===== config.mk =====
export PLATFORM = sky130hd
export DESIGN_NAME = fifo_wr_arbiter
export DESIGN_NICKNAME = d
export VERILOG_FILES = /design/src/rtl/fifo_wr_arbiter.sv
export SDC_FILE = /design/constraint.sdc
export NUM_CORES = 1
export LEC_CHECK = 0
export BUFFER_PORTS_ARGS = -buffer_cell sky130_fd_sc_hd__buf_2
export CAP_MARGIN = 5
export CORE_MARGIN = 2
export CORE_UTILIZATION = 40
export CTS_CLUSTER_SIZE = 30
export DETAILED_ROUTE_END_ITERATION = 10
export PLACE_DENSITY = 0.84
export SLEW_MARGIN = 20
export SYNTH_ARGS = -nofsm -noshare
export SYNTH_HDL_FRONTEND = slang
export SYNTH_SLANG_ARGS = --single-unit
export TNS_END_PERCENT = 100

===== constraint.sdc =====
create_clock -name clk -period 1.73 [get_ports clk]
set_clock_uncertainty 0.15 [all_clocks]
set_input_delay 0 -clock clk [delete_from_list [all_inputs] [get_ports clk]]
set_output_delay 0 -clock clk [all_outputs]
set_load 0.05 [all_outputs]

===== src/rtl/fifo_wr_arbiter.sv =====
// Round-robin arbiter sharing one async FIFO write port among NUM_REQ
// valid/ready requesters, granting bursts of up to MAX_BURST beats.
module fifo_wr_arbiter #(
  parameter int NUM_REQ    = 4,
  parameter int DATA_WIDTH = 4,
  parameter int MAX_BURST  = 4
) (
  input  logic                          clk,
  input  logic                          rst,
  input  logic [NUM_REQ-1:0]            req_valid,
  input  logic [NUM_REQ*DATA_WIDTH-1:0] req_data,
  output logic [NUM_REQ-1:0]            req_ready,
  input  logic                          fifo_full,
  input  logic                          fifo_afull,
  output logic                          fifo_wr_en,
  output logic [DATA_WIDTH-1:0]         fifo_wr_data,
  output logic [NUM_REQ-1:0]            grant,
  output logic                          busy
);

  localparam int IDX_W = (NUM_REQ > 1) ? $clog2(NUM_REQ) : 1;
  localparam int CNT_W = $clog2(MAX_BURST + 1);

  typedef enum logic {IDLE, BURST} state_t;

  state_t               state_reg, state_next;
  logic [NUM_REQ-1:0]   grant_reg, grant_next;
  logic [IDX_W-1:0]     gidx_reg, gidx_next;
  logic [IDX_W-1:0]     rr_ptr_reg, rr_ptr_next;
  logic [CNT_W-1:0]     beat_cnt_reg, beat_cnt_next;

  logic [DATA_WIDTH-1:0] data_arr [NUM_REQ];
  logic [IDX_W-1:0]      cand_idx [NUM_REQ];
  logic [NUM_REQ-1:0]    cand_valid;
  logic                  pick_found;
  logic [IDX_W-1:0]      pick_idx;

  // cand_idx[k] is the requester k places after rr_ptr; wrap is explicit so
  // non-power-of-2 NUM_REQ never indexes past the last requester.
  genvar gi;
  generate
    for (gi = 0; gi < NUM_REQ; gi++) begin : g_req
      logic [IDX_W:0] sum;
      assign data_arr[gi]   = req_data[gi*DATA_WIDTH +: DATA_WIDTH];
      assign sum            = {1'b0, rr_ptr_reg} + (IDX_W+1)'(gi);
      assign cand_idx[gi]   = (sum >= (IDX_W+1)'(NUM_REQ))
                              ? IDX_W'(sum - (IDX_W+1)'(NUM_REQ))
                              : sum[IDX_W-1:0];
      assign cand_valid[gi] = req_valid[cand_idx[gi]];
    end
  endgenerate

  // Descending scan: the smallest offset from rr_ptr wins.
  always_comb begin
    pick_found = 1'b0;
    pick_idx   = '0;
    for (int k = NUM_REQ - 1; k >= 0; k--) begin
      if (cand_valid[k]) begin
        pick_found = 1'b1;
        pick_idx   = cand_idx[k];
      end
    end
  end

  always_comb begin
    state_next    = state_reg;
    grant_next    = grant_reg;
    gidx_next     = gidx_reg;
    rr_ptr_next   = rr_ptr_reg;
    beat_cnt_next = beat_cnt_reg;
    req_ready     = '0;
    fifo_wr_en    = 1'b0;
    fifo_wr_data  = '0;
    case (state_reg)
      IDLE: begin
        if (pick_found && !fifo_afull && !fifo_full) begin
          state_next    = BURST;
          grant_next    = NUM_REQ'(1) << pick_idx;
          gidx_next     = pick_idx;
          beat_cnt_next = '0;
        end
      end
      BURST: begin
        req_ready[gidx_reg] = !fifo_full;
        fifo_wr_en          = req_valid[gidx_reg] && !fifo_full;
        if (fifo_wr_en) begin
          fifo_wr_data  = data_arr[gidx_reg];
          beat_cnt_next = beat_cnt_reg + 1'b1;
        end
        // A dropped valid ends the burst even while the FIFO is full.
        if (!req_valid[gidx_reg] ||
            (fifo_wr_en && beat_cnt_reg == CNT_W'(MAX_BURST - 1))) begin
          state_next  = IDLE;
          grant_next  = '0;
          rr_ptr_next = (gidx_reg == IDX_W'(NUM_REQ - 1)) ? '0 : gidx_reg + 1'b1;
        end
      end
    endcase
  end

  always_ff @(posedge clk or posedge rst) begin
    if (rst) begin
      state_reg    <= IDLE;
      grant_reg    <= '0;
      gidx_reg     <= '0;
      rr_ptr_reg   <= '0;
      beat_cnt_reg <= '0;
    end else begin
      state_reg    <= state_next;
      grant_reg    <= grant_next;
      gidx_reg     <= gidx_next;
      rr_ptr_reg   <= rr_ptr_next;
      beat_cnt_reg <= beat_cnt_next;
    end
  end

  assign grant = grant_reg;
  assign busy  = (state_reg == BURST);

endmodule


* Word level (Yosys, flattened, before mapping) *
Cells that the tools add are included.

word-level totals
  flip-flop bits (word level) = 12
  bits of input ports = 24

cells by class
  add/sub/neg operators = 9
  order comparisons = 11
  equality and inequality tests = 5
  shift operators = 1
  multiplexer cells = 41
  bitwise logic cells = 3
  reduce and logical (&&, ||, !) cells = 13

operators with widths
  operator                                             count
  2-to-1 mux 4 bit                                     7
  2-to-1 mux 2 bit                                     9
  < comparator 2 x 3 -> 1 bit, second input constant   5
  2-to-1 mux 1 bit                                     13
  >= comparator 3 bit, second input constant           4
  binary-select mux 1 bit (select 2 bit)               5
  binary-select mux 4 bit (select 2 bit)               1
  one-hot mux 4 bit (2 select lines)                   1
  AND reduction 2 bit                                  4
  subtractor 2 x 1 -> 2 bit, second input constant     4
  adder 2 x 2 -> 3 bit, second input constant          2
  2-to-1 mux 3 bit                                     2
  one-hot mux 3 bit (2 select lines)                   1
  logical AND 1 bit                                    5
  bitwise AND 4 bit                                    1
  != test 2 x 1 -> 1 bit, second input constant        2
  << shifter 1 x 2 -> 4 bit, first input constant      1
  adder 2 x 1 -> 3 bit, second input constant          1
  adder 3 x 1 -> 3 bit, second input constant          1
  == test 3 x 2 -> 1 bit, second input constant        1
  >= comparator 2 x 3 -> 1 bit, second input constant  1
  zero test 1 bit                                      3
  inverter 2 -> 3 bit                                  1
  adder 2 x 1 -> 2 bit, second input constant          1
  other kinds (7)                                      7

* Longest topological paths before layout *
Gate-level depths: netlist of run 1.

  depth in word-level cells = 13
  gate-level depth with buffers = 6

* Worst setup path after synthesis of run 1 *
Ideal clock, no wire load.

  path kind = register to register
  start = register state_reg (netlist: busy)
  end = register beat_cnt_reg[1]
  setup time = 144 ps
  arrival time = 1658 ps
  data required time = 1436 ps
  path slack = -221 ps
  stages on the path, launching flop included = 6
  path buffers = 1
  cells stage by stage = dfrtp_1 > nor2b_1 > clkbuf_1 > nand2_1 > inv_1 > o21ai_0

between the ends
  cells in the longest elaborated chain, start to end = 3
  elaborated cells on any way between the ends = 5
  those cells by class = eq/ne: 2; mux: 1; bitwise: 1; reduce/logical: 1

ends and longest elaborated chain
  what                           RTL line  source
  start, declared                26        state_t state_reg, state_next;
  start signal, assigned         109       state_reg <= state_next;
  inverter 1 bit                 -
  != test 2 bit (no line)        -
  AND reduction 2 bit (no line)  -
  end signal, assigned           113       beat_cnt_reg <= beat_cnt_next;
  end, declared                  30        logic [CNT_W-1:0] beat_cnt_reg, beat_cnt_next;

Parallel ways exist; a longest one is shown, timed or not.
A chain may end at the register's enable or synchronous reset.

* Final worst setup path of run 1 *
  start = register gidx_reg[1]
  end = register rr_ptr_reg[1]

between the ends
  cells in the longest elaborated chain, start to end = 6
  elaborated cells on any way between the ends = 10
  those cells by class = add/sub: 1; eq/ne: 1; mux: 3; reduce/logical: 5

ends and longest elaborated chain
  what                                    RTL line  source
  start, declared                         28        logic [IDX_W-1:0] gidx_reg, gidx_next;
  start signal, assigned                  111       gidx_reg <= gidx_next;
  binary-select mux 1 bit (select 2 bit)  85, 91
  2-to-1 mux 1 bit (implied by the code)  85, 91
  logical AND 1 bit                       85        fifo_wr_en = req_valid[gidx_reg] && !fifo_full;
  logical AND 1 bit                       92        (fifo_wr_en && beat_cnt_reg == CNT_W'(MAX_BURST - 1))) begin
  logical OR 1 bit                        91        if (!req_valid[gidx_reg] ||
  AND reduction 2 bit (no line)           -
  end signal, assigned                    112       rr_ptr_reg <= rr_ptr_next;
  end, declared                           29        logic [IDX_W-1:0] rr_ptr_reg, rr_ptr_next;

Parallel ways exist; a longest one is shown, timed or not. The select of a mux whose other input is x is not followed.

==> key figures, run 1 <==
GRT
  • Initial antenna violation count: 0
  • Number of global-route vias before repair: just under 900
  • Global routing usage summed across all routing layers: about 18%
  • Global-route wire length before repair: 3570 µm
  • Pin count of the biggest net entering global routing: 14
  • Leftover overflow at the end of global routing: 0

Route
  • Routed Wire Length: 2150 µm
  • Total DRC errors in the routed layout: 0
  • Post-DR wirelength/cell: 13.9 µm
  • Number of DRC markers after the initial detailed-route iteration: 24
  • Detailed-router iteration count before antenna repair: 4
  • Routed via count: 834
  • Via density per instance: between 5 and 6
  • Post-route antenna net violation count: 0

Floorplanning
  • Die Area: 2570 µm²
  • Total core area: ~2000 µm²
  • Placement row count: 16
  • Overall die height: approximately 51 µm
  • Horizontal extent of the die: 50.7 µm
  • Boundary Pins: 38
  • Initial Utilization: 43.6%

Yosys
  • Gate count of the mapped netlist: between 80 and 90
  • Proportion of synthesized chip area in sequential cells: roughly a third
  • Average cell area after synthesis: approximately 11 µm²
  • Most area-consuming cells after synthesis: sky130_fd_sc_hd__dfrtp_1 (34%), sky130_fd_sc_hd__mux4_1 (12%), sky130_fd_sc_hd__ha_1 (8.6%), sky130_fd_sc_hd__and3_2 (3.4%), sky130_fd_sc_hd__nand2_1 (3.0%)
  • Post-synthesis sequential element count: 12
  • Warnings from Yosys: 0
  • Biggest area consumer among synthesized cells: sky130_fd_sc_hd__dfrtp_1
  • Syn nets: 112
  • Number of library cell types mapped by synthesis: 26
  • Portion of synthesized cell area occupied by the leading cell type: 34.4%
  • Summed instance area of the synthesized netlist: 873 µm²

Final layout
  • # diodes: 0
  • Area delta synth->final: 42.3%
  • Commonest cells after routing, fill and taps aside: sky130_fd_sc_hd__buf_2 (32), sky130_fd_sc_hd__dfrtp_1 (10), sky130_fd_sc_hd__nand2_1 (6), sky130_fd_sc_hd__ha_1 (6)
  • Register area: around 300 µm²
  • Filler instances: 164
  • Multi-input combinational cell area: 546 µm²
  • Post-layout nets: 159
  • Ratio of cells with drive above 1 in the final layout: 53.1%
  • Flip-flop count of the largest register, all copies and words added: 4
  • Most common cell after layout, fill and taps aside: sky130_fd_sc_hd__buf_2

Status
  • Outcome: finished, violations left
  • Failing checks: negative setup slack

Timing
  • Number of hold violations in the final report: 0
  • RSZ-0062 raised after global routing: yes
  • Count of endpoints failing setup in the final report: 10
  • Normalized max-slew margin: 67.5%
  • Maximum frequency from static timing analysis: 0.539 GHz
  • Share of the clock period used by the worst path: 107%
  • Minimum setup slack in the final design: -0.124 ns
  • Fin. max-slew vios: 0
  • Clock period minus worst slack: 1.85 ns
  • Least-Margin Pin Slew: 0.483 ns
  • Min Hold Slack: 0.0425 ns

Power
  • Sw Pwr: 0.882 mW
  • Switch share: 46.5%
  • Clock group share of total power: around a tenth
  • Internal power: 1.01 mW
  • Peak ir drop on the vdd network: between 0.8 and 0.9 mV
  • Static Leakage: 0.642 nW
  • Design Power: 1.90 mW
  • Power density over the cells: around 1500 nW/µm²
  • Share of total power in sequential cells: 27.4%
  • Relative contribution of combinational cells to total power: about 63%

Setup path
  • Startpoint type of the worst setup path: flip-flop
  • Worst path arrival time: 1.88 ns
  • Critical Path RT: 1.75 ns
  • Maximum fanout encountered on the critical timing path: 7
  • Kind of end point of the critical path: flip-flop
  • Worst setup path category: reg2reg

CTS
  • Worst skew pair latency: ~0.28 ns
  • Total CTS buffers: 3
  • Clock-pin transition on the worst setup and hold timing paths: 0.08 ns
  • Root buffer selected by CTS: sky130_fd_sc_hd__clkbuf_4
  • CTS Sinks: 12
  • Maximum clock path buffer count: 2
  • CTS tree: yes
  • H-tree levels: 1

Placed design
  • Placed wire-length estimate after detailed placement: around 1600 µm
  • PortBufs: 37
  • Routability cong.: 0.821

Job
  • Maxcap violations: 0

Hold path
  • Worst hold path class: in2reg
[Yosys cell counts]
cell type                   n
sky130_fd_sc_hd__a21bo_4    1
sky130_fd_sc_hd__o31ai_1    3
sky130_fd_sc_hd__a21o_2     1
sky130_fd_sc_hd__nor3_1     3
sky130_fd_sc_hd__a311oi_1   1
sky130_fd_sc_hd__mux4_1     4
sky130_fd_sc_hd__nand2b_1   3
sky130_fd_sc_hd__a32o_2     2
sky130_fd_sc_hd__dfrtp_1   12
sky130_fd_sc_hd__and3_2     4
sky130_fd_sc_hd__mux2i_1    2
sky130_fd_sc_hd__nand3_1    5
sky130_fd_sc_hd__ha_1       6
sky130_fd_sc_hd__and2_1     4
sky130_fd_sc_hd__nor2b_1    2
sky130_fd_sc_hd__nor2_1     3
sky130_fd_sc_hd__clkbuf_1   3
sky130_fd_sc_hd__mux4_2     1
sky130_fd_sc_hd__nand2_1    7
sky130_fd_sc_hd__o21ai_0    3
sky130_fd_sc_hd__mux2_4     1
sky130_fd_sc_hd__inv_1      6
sky130_fd_sc_hd__or3_1      1
sky130_fd_sc_hd__o41ai_2    1
sky130_fd_sc_hd__buf_6      1
sky130_fd_sc_hd__a21oi_1    2
[final timing paths]
| path | start | endpoint | slack [ns] | cells after the start |
|---|---|---|---|---|
| setup reg to reg | gidx_reg[1] | rr_ptr_reg[1] | -0.12 | 4 |
| max in group asynchronous | rst | busy | 0.98 | 3 |
| hold reg to reg | beat_cnt_reg[0] | beat_cnt_reg[0] | 0.34 | 1 |
| min in group asynchronous | rst | rr_ptr_reg[0] | 0.11 | 3 |
| setup / recovery | gidx_reg[1] | rr_ptr_reg[1] | -0.12 | 4 |
| hold / removal | fifo_afull | busy | 0.04 | 5 |
[cells by family (layout without fill, tap and decap cells)]
kind of cell	after synthesis	in the layout	synth area share (%)
multiplexers	8	8	18.6
flip-flops	12	12	34.4
adder cells (fa/ha/maj)	6	6	8.60
buffers and inverters	10	56	5.16
AO/OA/AOI/OAI	14	14	13.8
AND/OR/NAND/NOR	32	32	19.5
[worst max-delay path, stage by stage, from the launching register on]
cell and delay (ns):
sky130_fd_sc_hd__dfrtp_1 0.37, sky130_fd_sc_hd__mux4_2 0.55, sky130_fd_sc_hd__buf_6 0.14, sky130_fd_sc_hd__a21bo_4 0.24, sky130_fd_sc_hd__mux2_4 0.30
[timing repair]
action,4_1_cts,5_1_grt
hold endpoints to repair,13,0
setup endpoints to repair,5,12
pin swaps,0,2
hold buffers,2,0
gates cloned,0,0
resized for setup,16,15
setup buffers,1,1
[metrics by stage]
stage               utilization [%]  instances  TNS (ns)  area (µm²)  setup WS [ns]
finish                         62.1        155    -0.780        1240         -0.124
global route                   62.1        155     -1.23        1240         -0.155
CTS                            59.1        154    -0.682        1180        -0.0970
detailed placement             55.4        147         0        1110         0.0277
global placement               55.4        147         0        1110         0.0516
floorplan                         -         82    -0.419         876         -0.127
[per-layer routing]
metal	GRT usage (%)	share of wire, %	up-vias
li1	-	-	391
met1	22.4	42	412
met2	32.2	53	28
met3	2.98	3.6	3
met4	7.66	1.4	0
met5	0	0	-
[power groups by stage]
stage / Clock, mW / Combinational, mW / Sequential (mW)
final: 0.188 / 1.19 / 0.519
after global routing: 0.202 / 1.27 / 0.541
after CTS: 0.191 / 1.10 / 0.519
after detailed placement: 0 / 1.03 / 0.515
after global placement: 0 / 0.997 / 0.509
after floorplan: 0 / 0.628 / 0.662
[layout make-up]
| type | count | area share [%] |
|---|---|---|
| Timing Repair Buffer | 46 | 25.1 |
| Clock buffer | 4 | 2.11 |
| Inverter | 6 | 1.81 |
| Multi-Input combinational cell | 60 | 43.9 |
| Sequential cell | 12 | 24.4 |
| Tap cell | 27 | 2.72 |
Note: power is estimated with default switching activity, not from simulation.
==> inputs of run 2 (changes only) <==
ABC_AREA = 1   (was not set)
PLACE_DENSITY = 0.81   (was 0.84)
==> key figures, run 2 <==
Status
  • Outcome: completed

Timing
  • Maximum frequency from static timing analysis: 0.585 GHz (+8.5%)
  • Clock period minus worst slack: 1.71 ns (-0.146 ns)
  • RSZ-0062 raised after global routing: yes
  • Share of the clock period used by the worst path: 98.7% (-8.4 points)
  • Count of endpoints failing setup in the final report: 0 (-10)
  • Setup Total Neg Slack: 0 ns (+0.780 ns)
  • Least-Margin Pin Slew: 0.483 ns (+0.0000414 ns)
  • Normalized max-slew margin: 67.5% (about the same)
  • Fin. max-slew vios: 0 (unchanged)
  • Number of hold violations in the final report: 0 (unchanged)

Power
  • Peak ir drop on the vdd network: 1.07 mV (+32%)
  • Static Leakage: 0.813 nW (+27%)
  • Power density over the cells: 1710 nW/µm² (+12%)

Floorplanning
  • Boundary Pins: 38 (unchanged)
  • Placement row count: 18 (+2)
  • Total core area: 2480 µm² (+24%)
  • Initial Utilization: 42.3% (-1.4 points)
  • Horizontal extent of the die: 55.2 µm (+8.8%)
  • Overall die height: 55.2 µm (+8.8%)
  • Die Area: 3040 µm² (+18%)

Yosys
  • Warnings from Yosys: 0 (unchanged)
  • List of most frequent post-synthesis cells: sky130_fd_sc_hd__nand2_1 (45), sky130_fd_sc_hd__nor2_1 (24), sky130_fd_sc_hd__inv_1 (16), sky130_fd_sc_hd__dfrtp_1 (12), sky130_fd_sc_hd__o21ai_0 (12)
  • Number of library cell types mapped by synthesis: 21 (-19%)
  • Gate count of the mapped netlist: 165 (+100%)
  • Portion of synthesized cell area occupied by the leading cell type: 28.7% (-5.7 points)
  • Asr flop ratio synth: 100% (unchanged)
  • Syn nets: 195 (+74%)
  • Post-synthesis sequential element count: 12 (unchanged)
  • Prevailing post-synth register cell: sky130_fd_sc_hd__dfrtp_1
  • Most area-consuming cells after synthesis: sky130_fd_sc_hd__dfrtp_1 (29%), sky130_fd_sc_hd__nand2_1 (16%), sky130_fd_sc_hd__nor2_1 (8.6%), sky130_fd_sc_hd__ha_1 (7.2%), sky130_fd_sc_hd__o21ai_0 (5.7%)
  • Biggest area consumer among synthesized cells: sky130_fd_sc_hd__dfrtp_1
  • Number of synthesized flops with an enable pin: 0 (unchanged)
  • Most common cell in the synthesized netlist: sky130_fd_sc_hd__nand2_1
  • Average cell area after synthesis: 6.35 µm² (-40%)
  • Proportion of synthesized chip area in sequential cells: 28.7% (-5.7 points)
  • Summed instance area of the synthesized netlist: 1050 µm² (+20%)

CTS
  • Worst skew pair latency: 0.28 ns (about the same)
  • Total CTS buffers: 3 (unchanged)
  • Maximum clock path buffer count: 2 (unchanged)
  • H-tree levels: 1 (unchanged)
  • Root buffer selected by CTS: sky130_fd_sc_hd__clkbuf_4
  • CTS Sinks: 12 (unchanged)
  • Clock-pin transition on the worst setup and hold timing paths: 0.08 ns (about the same)
  • CTS tree: yes

Final layout
  • Flip-flop count of the largest register, all copies and words added: 4 (unchanged)
  • Ratio of cells with drive above 1 in the final layout: 42.1% (-11 points)
  • # diodes: 0 (unchanged)
  • Post-route core utilization: 61.4% (-0.70 points)
  • Register area: 304 µm² (+0.41%)
  • Commonest cells after routing, fill and taps aside: sky130_fd_sc_hd__nand2_1 (40), sky130_fd_sc_hd__buf_2 (30), sky130_fd_sc_hd__nor2_1 (21)
  • Most common cell after layout, fill and taps aside: sky130_fd_sc_hd__nand2_1
  • Area delta synth->final: 45.2%
  • Post-layout nets: 245 (+54%)
  • Final cell area excluding filler cells: 1520 µm² (+22%)
  • Multi-input combinational cell area: 737 µm² (+35%)
  • Filler instances: 241 (+47%)

Setup path
  • Worst path arrival time: 1.73 ns (-0.15 ns)
  • Critical Path RT: 1.76 ns (about the same)
  • Startpoint type of the worst setup path: flip-flop
  • Cell-by-cell trace of the critical path: nor3_1, inv_1, a21oi_4, nor2_4, nand2_1, nand2_1
  • Crit path top cell by count: sky130_fd_sc_hd__nand2_1
  • Worst setup path category: reg2reg
  • Slowest stage cell on the critical path: sky130_fd_sc_hd__dfrtp_2
  • Maximum fanout encountered on the critical timing path: 7 (unchanged)
  • Kind of end point of the critical path: flip-flop
  • Max stage delay on crit path: 0.44 ns (-0.11 ns)

Route
  • Post-route antenna net violation count: 0 (unchanged)
  • Routed via count: 1158 (+39%)
  • Routed Wire Length: 2590 µm (+20%)
  • Detailed-router iteration count before antenna repair: 4 (unchanged)
  • Via density per instance: 4.75 (-12%)
  • Post-DR wirelength/cell: 10.6 µm (-24%)
  • Number of DRC markers after the initial detailed-route iteration: 10 (-58%)
  • Total DRC errors in the routed layout: 0 (unchanged)

GRT
  • Pin count of the biggest net entering global routing: 13 (-1)
  • Initial antenna violation count: 0 (unchanged)
  • Number of global-route vias before repair: 1032 (+19%)
  • Global routing usage summed across all routing layers: 20.2% (+1.8 points)
  • Leftover overflow at the end of global routing: 0 (unchanged)
  • Global-route wire length before repair: 4430 µm (+24%)

Placed design
  • PortBufs: 37 (unchanged)
  • Routability cong.: 0.809 (-1.5%)
  • Placement Cell Area: 1350 µm² (+22%)
  • Placed wire-length estimate after detailed placement: 1980 µm (+24%)

Job
  • Maxcap violations: 0 (unchanged)

Hold path
  • Worst hold path class: in2async
[run 2: cell types whose count changed after synthesis, moves of 4 or more]
cell	delta
sky130_fd_sc_hd__nand2_2	+7
sky130_fd_sc_hd__inv_1	+10
sky130_fd_sc_hd__o21ai_0	+9
sky130_fd_sc_hd__and3_2	-4
sky130_fd_sc_hd__and2_1	-4
sky130_fd_sc_hd__nand2_1	+38
sky130_fd_sc_hd__mux4_1	-4
sky130_fd_sc_hd__a21oi_1	+4
sky130_fd_sc_hd__o21ai_1	+7
sky130_fd_sc_hd__nor2_1	+21
sky130_fd_sc_hd__inv_2	+7
sky130_fd_sc_hd__nand3_1	+5
[run 2: metal layers]
metal | wire length (µm) | part of all wire (%) | vias to the layer above | track usage [%]
met5 | 0 | 0 | - | 0
met4 | 21 | 0.81 | 0 | 4.88
met3 | 65 | 2.5 | 2 | 4.30
met2 | 1280 | 49 | 16 | 33.5
met1 | 1230 | 47 | 524 | 26.9
li1 | - | - | 616 | -
[run 2: report_power, final]
group,internal (mW),switching (mW)
sequential,0.388,0.0998
clock,0.128,0.105
combinational,0.638,1.24
[run 2: final timing paths]
check | from | end | slack (ns) | depth (start not counted)
worst max-delay path | busy | grant[1] | 0.02 | 6
worst min-delay path | rst | beat_cnt_reg[1] | 0.12 | 3
worst max register to register | busy | grant[1] | 0.02 | 6
worst min register to register | grant[2] | grant[2] | 0.33 | 2
max in group asynchronous | rst | busy | 0.97 | 3
min in group clk | req_valid[2] | busy | 0.13 | 5
[run 2: area by class of cell]
cell class | instances | share of cell area (%)
Multi-Input combinational cell | 127 | 48.5
Timing Repair Buffer | 48 | 20.5
Sequential cell | 12 | 20.0
Inverter | 23 | 6.17
Tap cell | 30 | 2.47
Clock buffer | 4 | 2.39
[run 2: metrics by stage]
| step | instances | worst slack (ns) | power [mW] | hold WS [ns] |
|---|---|---|---|---|
| 3_5_place_dp | 233 | 0.0841 | 2.17 | -0.116 |
| 4_1_cts | 241 | 0.00806 | 2.46 | 0.0914 |
| 5_1_grt | 244 | -0.0724 | 2.88 | 0.153 |
| 2_1_floorplan | 165 | -0.00622 | 1.85 | -0.285 |
| 6_report | 244 | 0.0220 | 2.60 | 0.116 |
| 3_3_place_gp | 233 | 0.108 | 2.15 | -0.117 |
[run 2: worst max-delay path: cells and delay by family (launching register included)]
family / cells / cell delay (ns)
compound gates: 1 / 0.25
buf+inv: 1 / 0.16
flops: 1 / 0.44
simple gates: 4 / 0.61
[run 2: kinds of logic (layout without fill, tap and decap cells)]
kind of cell	count (synthesis)	in the layout	share of synthesized area, %
simple gates	94	94	39.8
compound gates	27	27	14.3
buf+inv	26	75	10.0
flops	12	12	28.7
fa+ha+maj	6	6	7.17
[run 2: what timing repair did]
item,CTS,global route
hold buffers,3,0
pin swaps,1,2
hold endpoints to repair,17,0
buffers inserted,1,3
gates cloned,0,0
endpoints found under the setup margin,6,15
resized for setup,12,20
